$ cat src/rtl/prm_edge_pkg.sv
// Shared constants, FSM state encoding and helpers for the PRM edge scan controller.
package prm_edge_pkg;
    localparam int unsigned CODE_W     = 15;
    localparam int unsigned DEF_WORD_W = 32;
    localparam int unsigned CNT_W      = 16;

    typedef enum logic [1:0] {
        S_IDLE,
        S_SCAN,
        S_DRAIN,
        S_DONE
    } state_e;

    // chk_code bit positions of the checker letters: bit0 = A ... bit14 = O
    localparam int unsigned CHK_BIT_A = 0;
    localparam int unsigned CHK_BIT_B = 1;
    localparam int unsigned CHK_BIT_C = 2;
    localparam int unsigned CHK_BIT_D = 3;
    localparam int unsigned CHK_BIT_E = 4;
    localparam int unsigned CHK_BIT_F = 5;
    localparam int unsigned CHK_BIT_G = 6;
    localparam int unsigned CHK_BIT_H = 7;
    localparam int unsigned CHK_BIT_I = 8;
    localparam int unsigned CHK_BIT_J = 9;
    localparam int unsigned CHK_BIT_K = 10;
    localparam int unsigned CHK_BIT_L = 11;
    localparam int unsigned CHK_BIT_M = 12;
    localparam int unsigned CHK_BIT_N = 13;
    localparam int unsigned CHK_BIT_O = 14;

    function automatic logic [CNT_W-1:0] sat_inc(input logic [CNT_W-1:0] v);
        return (v == '1) ? v : v + 1'b1;
    endfunction
endpackage

$ cat src/rtl/prm_edge_scan_ctrl_if.sv
// Result-word valid/ready stream from the edge scan controller to the roadmap builder.
interface prm_edge_scan_ctrl_if #(
    parameter int unsigned WORD_W = prm_edge_pkg::DEF_WORD_W
);
    logic              m_valid;
    logic              m_ready;
    logic [WORD_W-1:0] m_data;
    logic              m_last;

    modport master (output m_valid, output m_data, output m_last, input m_ready);
    modport slave  (input m_valid, input m_data, input m_last, output m_ready);
endinterface

$ cat src/rtl/prm_edge_pack.sv
// Packs sampled edge_mask bits LSB-first into words and holds them in a valid/ready output register.
module prm_edge_pack #(
    parameter int unsigned WORD_W = prm_edge_pkg::DEF_WORD_W
) (
    input  logic                    clk,
    input  logic                    rst_n,
    input  logic                    sample_en,
    input  logic                    sample_bit,
    input  logic                    sample_last,
    output logic                    stall,
    prm_edge_scan_ctrl_if.master    m
);
    localparam int unsigned IDX_W = $clog2(WORD_W);

    logic [WORD_W-1:0] acc_q, acc_d, data_q, data_d;
    logic [IDX_W-1:0]  idx_q, idx_d;
    logic              full_q, full_d, full_last_q, full_last_d;
    logic              valid_q, valid_d, last_q, last_d;
    logic              handoff, take;

    // A completed word waits one cycle in the accumulator; the next code is
    // sampled into a fresh accumulator in the same cycle it hands off.
    always_comb begin
        acc_d       = acc_q;
        idx_d       = idx_q;
        full_d      = full_q;
        full_last_d = full_last_q;
        data_d      = data_q;
        valid_d     = valid_q;
        last_d      = last_q;

        stall   = full_q && valid_q && !m.m_ready;
        handoff = full_q && !stall;
        take    = sample_en && !stall;

        if (handoff) begin
            data_d  = acc_q;
            valid_d = 1'b1;
            last_d  = full_last_q;
            acc_d   = '0;
            full_d  = 1'b0;
        end else if (valid_q && m.m_ready) begin
            valid_d = 1'b0;
        end

        if (take) begin
            acc_d[idx_q] = sample_bit;
            if (idx_q == IDX_W'(WORD_W - 1) || sample_last) begin
                full_d      = 1'b1;
                full_last_d = sample_last;
                idx_d       = '0;
            end else begin
                idx_d = idx_q + 1'b1;
            end
        end
    end

    always_ff @(posedge clk) begin
        if (!rst_n) begin
            acc_q       <= '0;
            idx_q       <= '0;
            full_q      <= 1'b0;
            full_last_q <= 1'b0;
            data_q      <= '0;
            valid_q     <= 1'b0;
            last_q      <= 1'b0;
        end else begin
            acc_q       <= acc_d;
            idx_q       <= idx_d;
            full_q      <= full_d;
            full_last_q <= full_last_d;
            data_q      <= data_d;
            valid_q     <= valid_d;
            last_q      <= last_d;
        end
    end

    assign m.m_valid = valid_q;
    assign m.m_data  = data_q;
    assign m.m_last  = last_q;
endmodule

$ cat src/rtl/prm_edge_scan_ctrl.sv
// Scans a range of edge codes through the PRM obstacle checker and streams packed results.
module prm_edge_scan_ctrl
    import prm_edge_pkg::*;
#(
    parameter int unsigned WORD_W = DEF_WORD_W
) (
    input  logic                 clk,
    input  logic                 rst_n,
    input  logic                 start,
    input  logic [CODE_W-1:0]    code_base,
    input  logic [CNT_W-1:0]     code_count,
    output logic                 busy,
    output logic [CODE_W-1:0]    chk_code,
    output logic                 chk_vld,
    input  logic                 edge_mask,
    prm_edge_scan_ctrl_if.master m,
    output logic [CNT_W-1:0]     hit_count,
    output logic                 done
);
    state_e            state_q, state_d;
    logic [CODE_W-1:0] code_q, code_d;
    logic [CNT_W-1:0]  rem_q, rem_d, hit_q, hit_d;
    logic              vld_q, vld_d, busy_q, busy_d, done_q, done_d;
    logic              stall, sample_en, sample_last;

    assign sample_en   = (state_q == S_SCAN) && vld_q;
    assign sample_last = (rem_q == CNT_W'(1));

    prm_edge_pack #(.WORD_W(WORD_W)) u_pack (
        .clk         (clk),
        .rst_n       (rst_n),
        .sample_en   (sample_en),
        .sample_bit  (edge_mask),
        .sample_last (sample_last),
        .stall       (stall),
        .m           (m)
    );

    always_comb begin
        state_d = state_q;
        code_d  = code_q;
        rem_d   = rem_q;
        hit_d   = hit_q;
        vld_d   = vld_q;
        done_d  = 1'b0;

        unique case (state_q)
            S_IDLE: begin
                if (start) begin
                    hit_d = '0;
                    rem_d = code_count;
                    if (code_count == '0) begin
                        state_d = S_DONE;
                    end else begin
                        state_d = S_SCAN;
                        code_d  = code_base;
                        vld_d   = 1'b1;
                    end
                end
            end
            S_SCAN: begin
                if (vld_q && !stall) begin
                    if (edge_mask) hit_d = sat_inc(hit_q);
                    code_d = code_q + 1'b1;
                    rem_d  = rem_q - 1'b1;
                    if (sample_last) begin
                        vld_d   = 1'b0;
                        state_d = S_DRAIN;
                    end
                end
            end
            S_DRAIN: begin
                if (m.m_valid && m.m_ready && m.m_last) state_d = S_DONE;
            end
            S_DONE: begin
                done_d  = 1'b1;
                state_d = S_IDLE;
            end
            default: state_d = S_IDLE;
        endcase

        busy_d = (state_d != S_IDLE);
    end

    always_ff @(posedge clk) begin
        if (!rst_n) begin
            state_q <= S_IDLE;
            code_q  <= '0;
            rem_q   <= '0;
            hit_q   <= '0;
            vld_q   <= 1'b0;
            busy_q  <= 1'b0;
            done_q  <= 1'b0;
        end else begin
            state_q <= state_d;
            code_q  <= code_d;
            rem_q   <= rem_d;
            hit_q   <= hit_d;
            vld_q   <= vld_d;
            busy_q  <= busy_d;
            done_q  <= done_d;
        end
    end

    assign busy      = busy_q;
    assign chk_code  = code_q;
    assign chk_vld   = vld_q;
    assign hit_count = hit_q;
    assign done      = done_q;
endmodule
$ cat src/flat_wrapper.sv
// flat-port wrapper written by rule: the top's interface ports become plain ports
module prm_edge_scan_ctrl_flat import prm_edge_pkg::*;
#(
    parameter int unsigned WORD_W = DEF_WORD_W
)
  (clk, rst_n, start, code_base, code_count, busy, chk_code, chk_vld, edge_mask, hit_count, done, m_m_valid, m_m_data, m_m_last, m_m_ready);
  prm_edge_scan_ctrl_if #(.WORD_W(WORD_W)) m_i ();
  input  logic clk;
  input  logic rst_n;
  input  logic start;
  input  logic [CODE_W-1:0] code_base;
  input  logic [CNT_W-1:0] code_count;
  output logic busy;
  output logic [CODE_W-1:0] chk_code;
  output logic chk_vld;
  input  logic edge_mask;
  output logic [CNT_W-1:0] hit_count;
  output logic done;
  output wire logic [$bits(m_i.m_valid)-1:0] m_m_valid;
  output wire logic [$bits(m_i.m_data)-1:0] m_m_data;
  output wire logic [$bits(m_i.m_last)-1:0] m_m_last;
  input wire logic [$bits(m_i.m_ready)-1:0] m_m_ready;
  assign m_m_valid = m_i.m_valid;
  assign m_m_data = m_i.m_data;
  assign m_m_last = m_i.m_last;
  assign m_i.m_ready = m_m_ready;
  prm_edge_scan_ctrl #(.WORD_W(WORD_W)) u_core (.clk(clk), .rst_n(rst_n), .start(start), .code_base(code_base), .code_count(code_count), .busy(busy), .chk_code(chk_code), .chk_vld(chk_vld), .edge_mask(edge_mask), .m(m_i), .hit_count(hit_count), .done(done));
endmodule
$ cat config.mk
export PLATFORM = sky130hd
export DESIGN_NAME = prm_edge_scan_ctrl_flat
export DESIGN_NICKNAME = d
export VERILOG_FILES = /design/src/rtl/prm_edge_pkg.sv /design/src/rtl/prm_edge_scan_ctrl_if.sv /design/src/rtl/prm_edge_pack.sv /design/src/rtl/prm_edge_scan_ctrl.sv /design/src/flat_wrapper.sv
export SDC_FILE = /design/constraint.sdc
export NUM_CORES = 1
export LEC_CHECK = 0
export CAP_MARGIN = 20
export CELL_PAD_IN_SITES_DETAIL_PLACEMENT = 1
export CELL_PAD_IN_SITES_GLOBAL_PLACEMENT = 1
export CORE_UTILIZATION = 44
export CTS_BUF_LIST = sky130_fd_sc_hd__clkbuf_4 sky130_fd_sc_hd__clkbuf_8 sky130_fd_sc_hd__clkbuf_16
export CTS_CLUSTER_DIAMETER = 200
export DETAILED_ROUTE_END_ITERATION = 16
export GPL_TIMING_DRIVEN = 0
export HOLD_SLACK_MARGIN = 0.06
export PLACE_DENSITY = 0.89
export SYNTH_ARGS = -nofsm -noshare
export SYNTH_HDL_FRONTEND = slang
export SYNTH_HIERARCHICAL = 1
export SYNTH_SLANG_ARGS = --single-unit
$ cat constraint.sdc
create_clock -name clk -period 5.9 [get_ports clk]
set_input_delay 0.885 -clock clk [delete_from_list [all_inputs] [get_ports clk]]
set_output_delay 0.885 -clock clk [all_outputs]
set_load 0.01 [all_outputs]
==> reports/summary.txt, run 1 <==
Reg2Reg Depth: 8
switching share of power: 0.278
DP Wirelength: 15800 um
setup repair bufs after CTS: 0
DR DRC count: 0
Max Cap Viol: 0
Pwr Density: 268 nW/um2
Slew Limit Fails: 0
setup_tns: 0 ns
combinational power share: 0.124
multi-input logic area: 3670 um2
NetSw: 626 uW
Startpoint Class: primary input
# rows: 44
top post-synthesis cells by area: dfxtp_1 38%, mux2i_1 4.9%, nor3_2 4.9%
Synth Area in Compound Gates: 0.254
vias in the first global route: 6734
DIE HEIGHT: 124 um
Worst EP required: 6.19 ns
die width: 124 um
fillers: 1712
DR vias: 6650
number of I/O pins: 104
Synth Instances: 741
drt total wl: 23300 um
busiest grt layer: met2
total power: 2.25 mW
number of diodes: 0
Critical Path End: u_core/rem_q[6]
vias per cell: 6.27
CP max FO: 12
Critical path origin: m_m_ready
largest net degree at the start of global routing: 17
clock sink count: 125
Synth area leader: dfxtp_1
ys flop type: dfxtp_1
Storage cell area: 2500 um2
Final Hold Viols: 0
Worst Skew: 0.00893 ns
FFs w/ async S/R, synth: 0
grt ovf: 0
R2R Path Start: u_core/state_q[0]
RSZ-0062 raised after global routing: no
cell area after synthesis: 6520 um2
CTS tree: built
antenna viol nets, final: 0
Clock power frac: 0.474
P_leak: 2.87 nW
mux cell area share after synthesis: 0.0491
Syn Area/Cell: 8.80 um2
sequential area share after synthesis: 0.384
register-to-register setup slack: 2.92 ns
router iterations before antenna repair: 4
antenna violations before repair: 0
Initial DRC Count: 500
CP Capture Type: flip-flop
XOR/XNOR share of the synthesized area: 0.0107
number of enable flip-flop cells after synthesis: 0
post-synth cell types: 72
count of final setup violators: 0
WHS: 0.477 ns
synth-to-layout area growth: 28.6%
worst hold path depth: 2
Min-Delay Path Class: reg -> reg
post-layout minimum cycle time: 3.41 ns
syn_nets: 786
Synth Area in Simple Gates: 0.232
Final Cycle Share: 0.578
Synth Register Bits: 125
PortBufs: 103
first-pass GRT wire length: 36200 um
met2 Use GR: 0.516
met3 Use GR: 0.0769
Synth warnings: 6
total CTS buffers: 17
H-Tree Depth: 4
internal cell power: 1.62 mW
Total Routing Usage GR: 0.311
Util after Layout: 0.579
root buffer cell: clkbuf_16
Final #Nets: 908
Resized Gates After CTS: 0
critical path class: in -> reg
Worst-Margin Slew: 1.08 ns
clock buffer depth: 2
largest family of logic cells by synthesized area: compound AO/OA/AOI/OAI gates
die area: 15300 um2
share of layout cells above drive strength 1: 0.138
Initial Utilization: 0.450
Critical R2R Capture: u_core/u_pack/acc_q[5]
met1 Usage GRT: 0.389
# hold bufs at CTS: 0
DR WL/cell: 22.0 um
Sequential Power Share: 0.402
Peak VDD IR: 216 uV
Routability Congestion: 0.884
outcome: finished clean
Arr. time, crit path: 3.70 ns
post-synth top area share: 0.384
Post-Synth Adder-Cell Area: 0.0173
max-slew headroom at the worst pin: 0.277
CTS clk-pin slew, worst paths: 0.06 ns
Core Region: 14500 um2
Fmax: 293 MHz
clk_lat worst skew: 0.43 ns
[layer usage]
metal  wire length [um]  part of all wire
met1              10100              0.43
met2              11400              0.49
met3               1340             0.058
met4                427             0.018
met5                  0                 0
[how the worst min path moves through the flow]
stage / slack, ns / endpoint / startpoint
6_report: 0.48 / u_core/u_pack/m.m_data[25] / u_core/u_pack/acc_q[25]
5_1_grt: 0.50 / u_core/u_pack/m.m_data[25] / u_core/u_pack/acc_q[25]
4_1_cts: 0.48 / u_core/u_pack/m.m_data[25] / u_core/u_pack/acc_q[25]
3_5_place_dp: 0.47 / u_core/u_pack/m.m_last / u_core/u_pack/full_last_q
3_3_place_gp: 0.46 / u_core/u_pack/m.m_last / u_core/u_pack/full_last_q
2_1_floorplan: 0.44 / u_core/rem_q[15] / u_core/rem_q[15]
[cell families (layout without fill, tap and decap cells)]
group	after synthesis	in the layout
flip-flops	125	125
buffers and inverters	73	208
AO/OA/AOI/OAI	245	245
XOR/XNOR	8	8
adder cells (fa/ha/maj)	9	9
multiplexers	32	32
AND/OR/NAND/NOR	249	249
[cells in the mapped netlist (all sizes together), types with 9 or more instances]
| cell type | n |
|---|---|
| nor3 | 42 |
| dfxtp | 125 |
| nand2 | 43 |
| clkbuf | 28 |
| buf | 33 |
| mux2i | 32 |
| ha | 9 |
| nor2 | 44 |
| o211ai | 37 |
| nand4 | 11 |
| a21boi | 38 |
| inv | 12 |
| a21oi | 43 |
| nand3 | 48 |
| o21ai | 65 |
[state kept, by name, summed over array words and instances (netlist names)]
register                   count
u_core/u_pack/full_last_q      1
u_core/busy                    1
u_core/rem_q                  16
u_core/u_pack/m.m_data        32
u_core/chk_code               15
u_core/chk_vld                 1
u_core/state_q                 2
u_core/u_pack/idx_q            5
u_core/hit_count              16
u_core/u_pack/acc_q           32
u_core/done                    1
u_core/u_pack/m.m_last         1
u_core/u_pack/m.m_valid        1
u_core/u_pack/full_q           1
[through the flow]
stage          setup slack [ns]  cell area, um2  instances
6_report                   2.49            8380       1060
5_1_grt                    2.33            8380       1060
4_1_cts                    2.58            8380       1060
3_5_place_dp               2.14            7780       1028
3_3_place_gp               2.23            7780       1028
2_1_floorplan              3.16            6520        741
[final cells by class]
type / instances / area share
Multi-Input combinational cell: 543 / 0.438
Buffer: 61 / 0.0358
Tap cell: 184 / 0.0275
Clock inverter: 14 / 0.0193
Timing Repair Buffer: 103 / 0.123
Clock buffer: 18 / 0.0524
Inverter: 12 / 0.00567
Sequential cell: 125 / 0.299
[placed cells by master, fill, tap and decap left out, drive strengths merged, types with 6 or more instances in the layout]
| master | netlist | layout |
|---|---|---|
| a21boi | 38 | 38 |
| a21oi | 43 | 43 |
| a31oi | 8 | 8 |
| and3 | 8 | 8 |
| buf | 33 | 33 |
| clkbuf | 28 | 46 |
| clkdlybuf4s50 | 0 | 103 |
| clkinv | 0 | 6 |
| dfxtp | 125 | 125 |
| ha | 9 | 9 |
| inv | 12 | 16 |
| mux2i | 32 | 32 |
| nand2 | 43 | 43 |
| nand3 | 48 | 48 |
| nand4 | 11 | 11 |
| nor2 | 44 | 44 |
| nor3 | 42 | 42 |
| nor4 | 8 | 8 |
| o211ai | 37 | 37 |
| o21ai | 65 | 65 |
| o221a | 6 | 6 |
| o31ai | 8 | 8 |
| or3 | 8 | 8 |
[power by group through the flow]
stage / sequential, mW / combinational, mW / clock (mW)
2_1_floorplan: 0.915 / 0.155 / 0
3_3_place_gp: 0.917 / 0.258 / 0
3_5_place_dp: 0.919 / 0.271 / 0
4_1_cts: 0.902 / 0.273 / 1.08
5_1_grt: 0.905 / 0.296 / 1.12
6_report: 0.903 / 0.279 / 1.07
[critical path: stages]
cell and delay [ns]:
clkdlybuf4s50_1 0.50, nand3b_4 0.27, inv_4 0.19, buf_6 0.20
and4bb_1 0.30, nor2_1 0.63, clkbuf_1 0.44, a2bb2oi_1 0.22
nor2_1 0.05
Power figures use the tool's default switching activity.
==> run 2, diff against run 1 <==
CORE_UTILIZATION = 41   (was 44)
PLACE_DENSITY = 0.84   (was 0.89)
clock period = 3.5 ns   (was 5.9 ns; I/O delays follow)
==> run 2 against run 1 <==
Compared with the run above:
- final area up 0.87%
- setup slack worse by 2.2 ns
- cell count up 2.5%
- via count down 1.4%
- clock-buffer cell count up 5
- clock power up 78%
- wire length down 4.2%
- flip-flop and latch count unchanged
- die area up 7.2%
- largest power group unchanged
==> reports/summary.txt, run 2 (synthesis results as in run 1) <==
Core Region: 15400 um2 (+6.2%)
DIE HEIGHT: 128 um (+3.5%)
Max Cap Viol: 0 (unchanged)
Routability Congestion: 0.916 (+3.6%)
max-slew headroom at the worst pin: 0.325 (+0.0485)
Worst-Margin Slew: 1.00 ns (-0.0722 ns)
setup repair bufs after CTS: 0 (unchanged)
clock buffer depth: 2 (unchanged)
H-Tree Depth: 4 (unchanged)
Fmax: 315 MHz
critical path class: in -> reg
die area: 16400 um2 (+7.2%)
R2R Path Start: u_core/u_pack/full_q
Total Routing Usage GR: 0.278 (-0.0331)
Initial Utilization: 0.424 (-0.0261)
antenna viol nets, final: 0 (unchanged)
Final Hold Viols: 0 (unchanged)
clock sink count: 125 (unchanged)
Critical path origin: m_m_ready
router iterations before antenna repair: 5 (+1)
highest-count cells in the layout ignoring fill and taps: 125 x dfxtp_1, 103 x clkdlybuf4s50_1, 48 x nand3_1, 44 x nor2_1, 42 x a21oi_1
WL met2: 11000 um (-3.9%)
Slew Limit Fails: 0 (unchanged)
CP max FO: 12 (unchanged)
RSZ-0062 raised after global routing: no
Resized Gates After CTS: 0 (unchanged)
Startpoint Class: primary input
vias in the first global route: 6937 (+3.0%)
CP Depth: 9 (unchanged)
Worst Skew: 0.00654 ns (-0.00239 ns)
DR vias: 6554 (-1.4%)
DR DRC count: 0 (unchanged)
Final #Nets: 908 (unchanged)
Worst EP required: 3.84 ns (-2.35 ns)
vias per cell: 6.03 (-3.9%)
Metal-1 WL: 9440 um (-6.7%)
Initial DRC Count: 519 (+3.8%)
worst path cell trace: clkdlybuf4s50_1 -> nand3b_4 -> inv_4 -> buf_6 -> and4bb_1 -> nor2_1 -> clkbuf_1 -> o21ai_0 -> a21oi_1
Pwr Density: 460 nW/um2 (+72%)
top layer in use: met4
# rows: 45 (+2.3%)
# hold bufs at CTS: 0 (unchanged)
Peak VDD IR: 453 uV (+110%)
Final Cycle Share: 0.908
first-pass GRT wire length: 35700 um (-1.6%)
crit path buf inv count: 4 (unchanged)
Reg2Reg Depth: 9 (+1)
antenna violations before repair: 0 (unchanged)
CTS clk-pin slew, worst paths: 0.06 ns (about the same)
hold_sp: u_core/u_pack/acc_q[14]
Arr. time, crit path: 3.52 ns (-0.18 ns)
DP Wirelength: 15200 um (-3.7%)
P_leak: 2.88 nW (+0.63%)
PortBufs: 103 (unchanged)
met3 wire length: 1130 um (-16%)
largest net degree at the start of global routing: 17 (unchanged)
number of diodes: 0 (unchanged)
drt total wl: 22400 um (-4.2%)
critical path's top delay family: buffers and inverters
worst hold path depth: 2 (unchanged)
DR WL/cell: 20.6 um (-6.6%)
CTS tree: built
Min-Delay Path Class: reg -> reg
synth-to-layout area growth: 29.7%
clk_lat worst skew: 0.42 ns (about the same)
Crit-path slowest cell: nor2_1
multi-input logic area: 3670 um2 (unchanged)
fillers: 1797 (+5.0%)
setup_tns: 0 ns (unchanged)
count of final setup violators: 0 (unchanged)
register-to-register setup slack: 0.54 ns (-2.38 ns)
most common cell after layout, fill and taps aside: dfxtp_1
Storage cell area: 2500 um2 (unchanged)
grt ovf: 0 (unchanged)
number of I/O pins: 104 (unchanged)
Largest stage delay, worst path: 0.71 ns (+0.08 ns)
total power: 3.89 mW (+73%)
outcome: finished clean
root buffer cell: clkbuf_16
total CTS buffers: 17 (unchanged)
die width: 128 um (+3.5%)
post-layout minimum cycle time: 3.18 ns
CP Capture Type: flip-flop
share of layout cells above drive strength 1: 0.138 (unchanged)
-- run 2: changes by cell type in the layout (fill, tap and decap cells not counted) --
cell	previous run	this run
inv_8	1	0
clkinv_4	5	1
inv_6	3	0
clkinv_2	1	2
bufinv_16	2	3
clkinvlp_4	2	3
clkbuf_8	1	6
-- run 2: final timing paths --
check | to
max reg2reg | u_core/rem_q[2]
min reg2reg | u_core/u_pack/m.m_data[14]
min | u_core/u_pack/m.m_data[14]
max | u_core/rem_q[2]
-- run 2: layout make-up --
class | count | share of cell area
Multi-Input combinational cell | 543 | 0.434
Sequential cell | 125 | 0.296
Timing Repair Buffer | 103 | 0.122
Clock buffer | 23 | 0.0601
Buffer | 61 | 0.0355
Tap cell | 211 | 0.0312
Clock inverter | 9 | 0.0155
Inverter | 12 | 0.00562
-- run 2: worst register-to-register path, delay by kind of cell, from the launching register on --
family / cells / cell delay, ns
AND/OR/NAND/NOR: 3 / 1.19
flip-flops: 1 / 0.31
AO/OA/AOI/OAI: 2 / 0.36
buffers and inverters: 4 / 1.03
-- run 2: through the flow --
step	hold slack (ns)	cell area (um2)	utilization	setup WS, ns	instances
after floorplan	0.439	6520	-	1.12	741
after global placement	0.463	7820	0.508	0.106	1055
after detailed placement	0.462	7820	0.508	0.0129	1055
after CTS	0.472	8450	0.550	0.432	1087
after global routing	0.498	8450	0.550	0.234	1087
final	0.468	8450	0.550	0.321	1087
-- run 2: power by group --
| group | switching, mW | leakage [nW] | internal, mW |
|---|---|---|---|
| Clock | 0.671 | 0.307 | 1.23 |
| Sequential | 0.0550 | 1.01 | 1.47 |
| Combinational | 0.278 | 1.56 | 0.189 |
-- run 2: layer usage --
| layer | up-vias | GRT usage |
|---|---|---|
| li1 | 3028 | - |
| met1 | 3225 | 0.323 |
| met2 | 236 | 0.481 |
| met3 | 65 | 0.0518 |
| met4 | 0 | 0.153 |
| met5 | - | 0 |
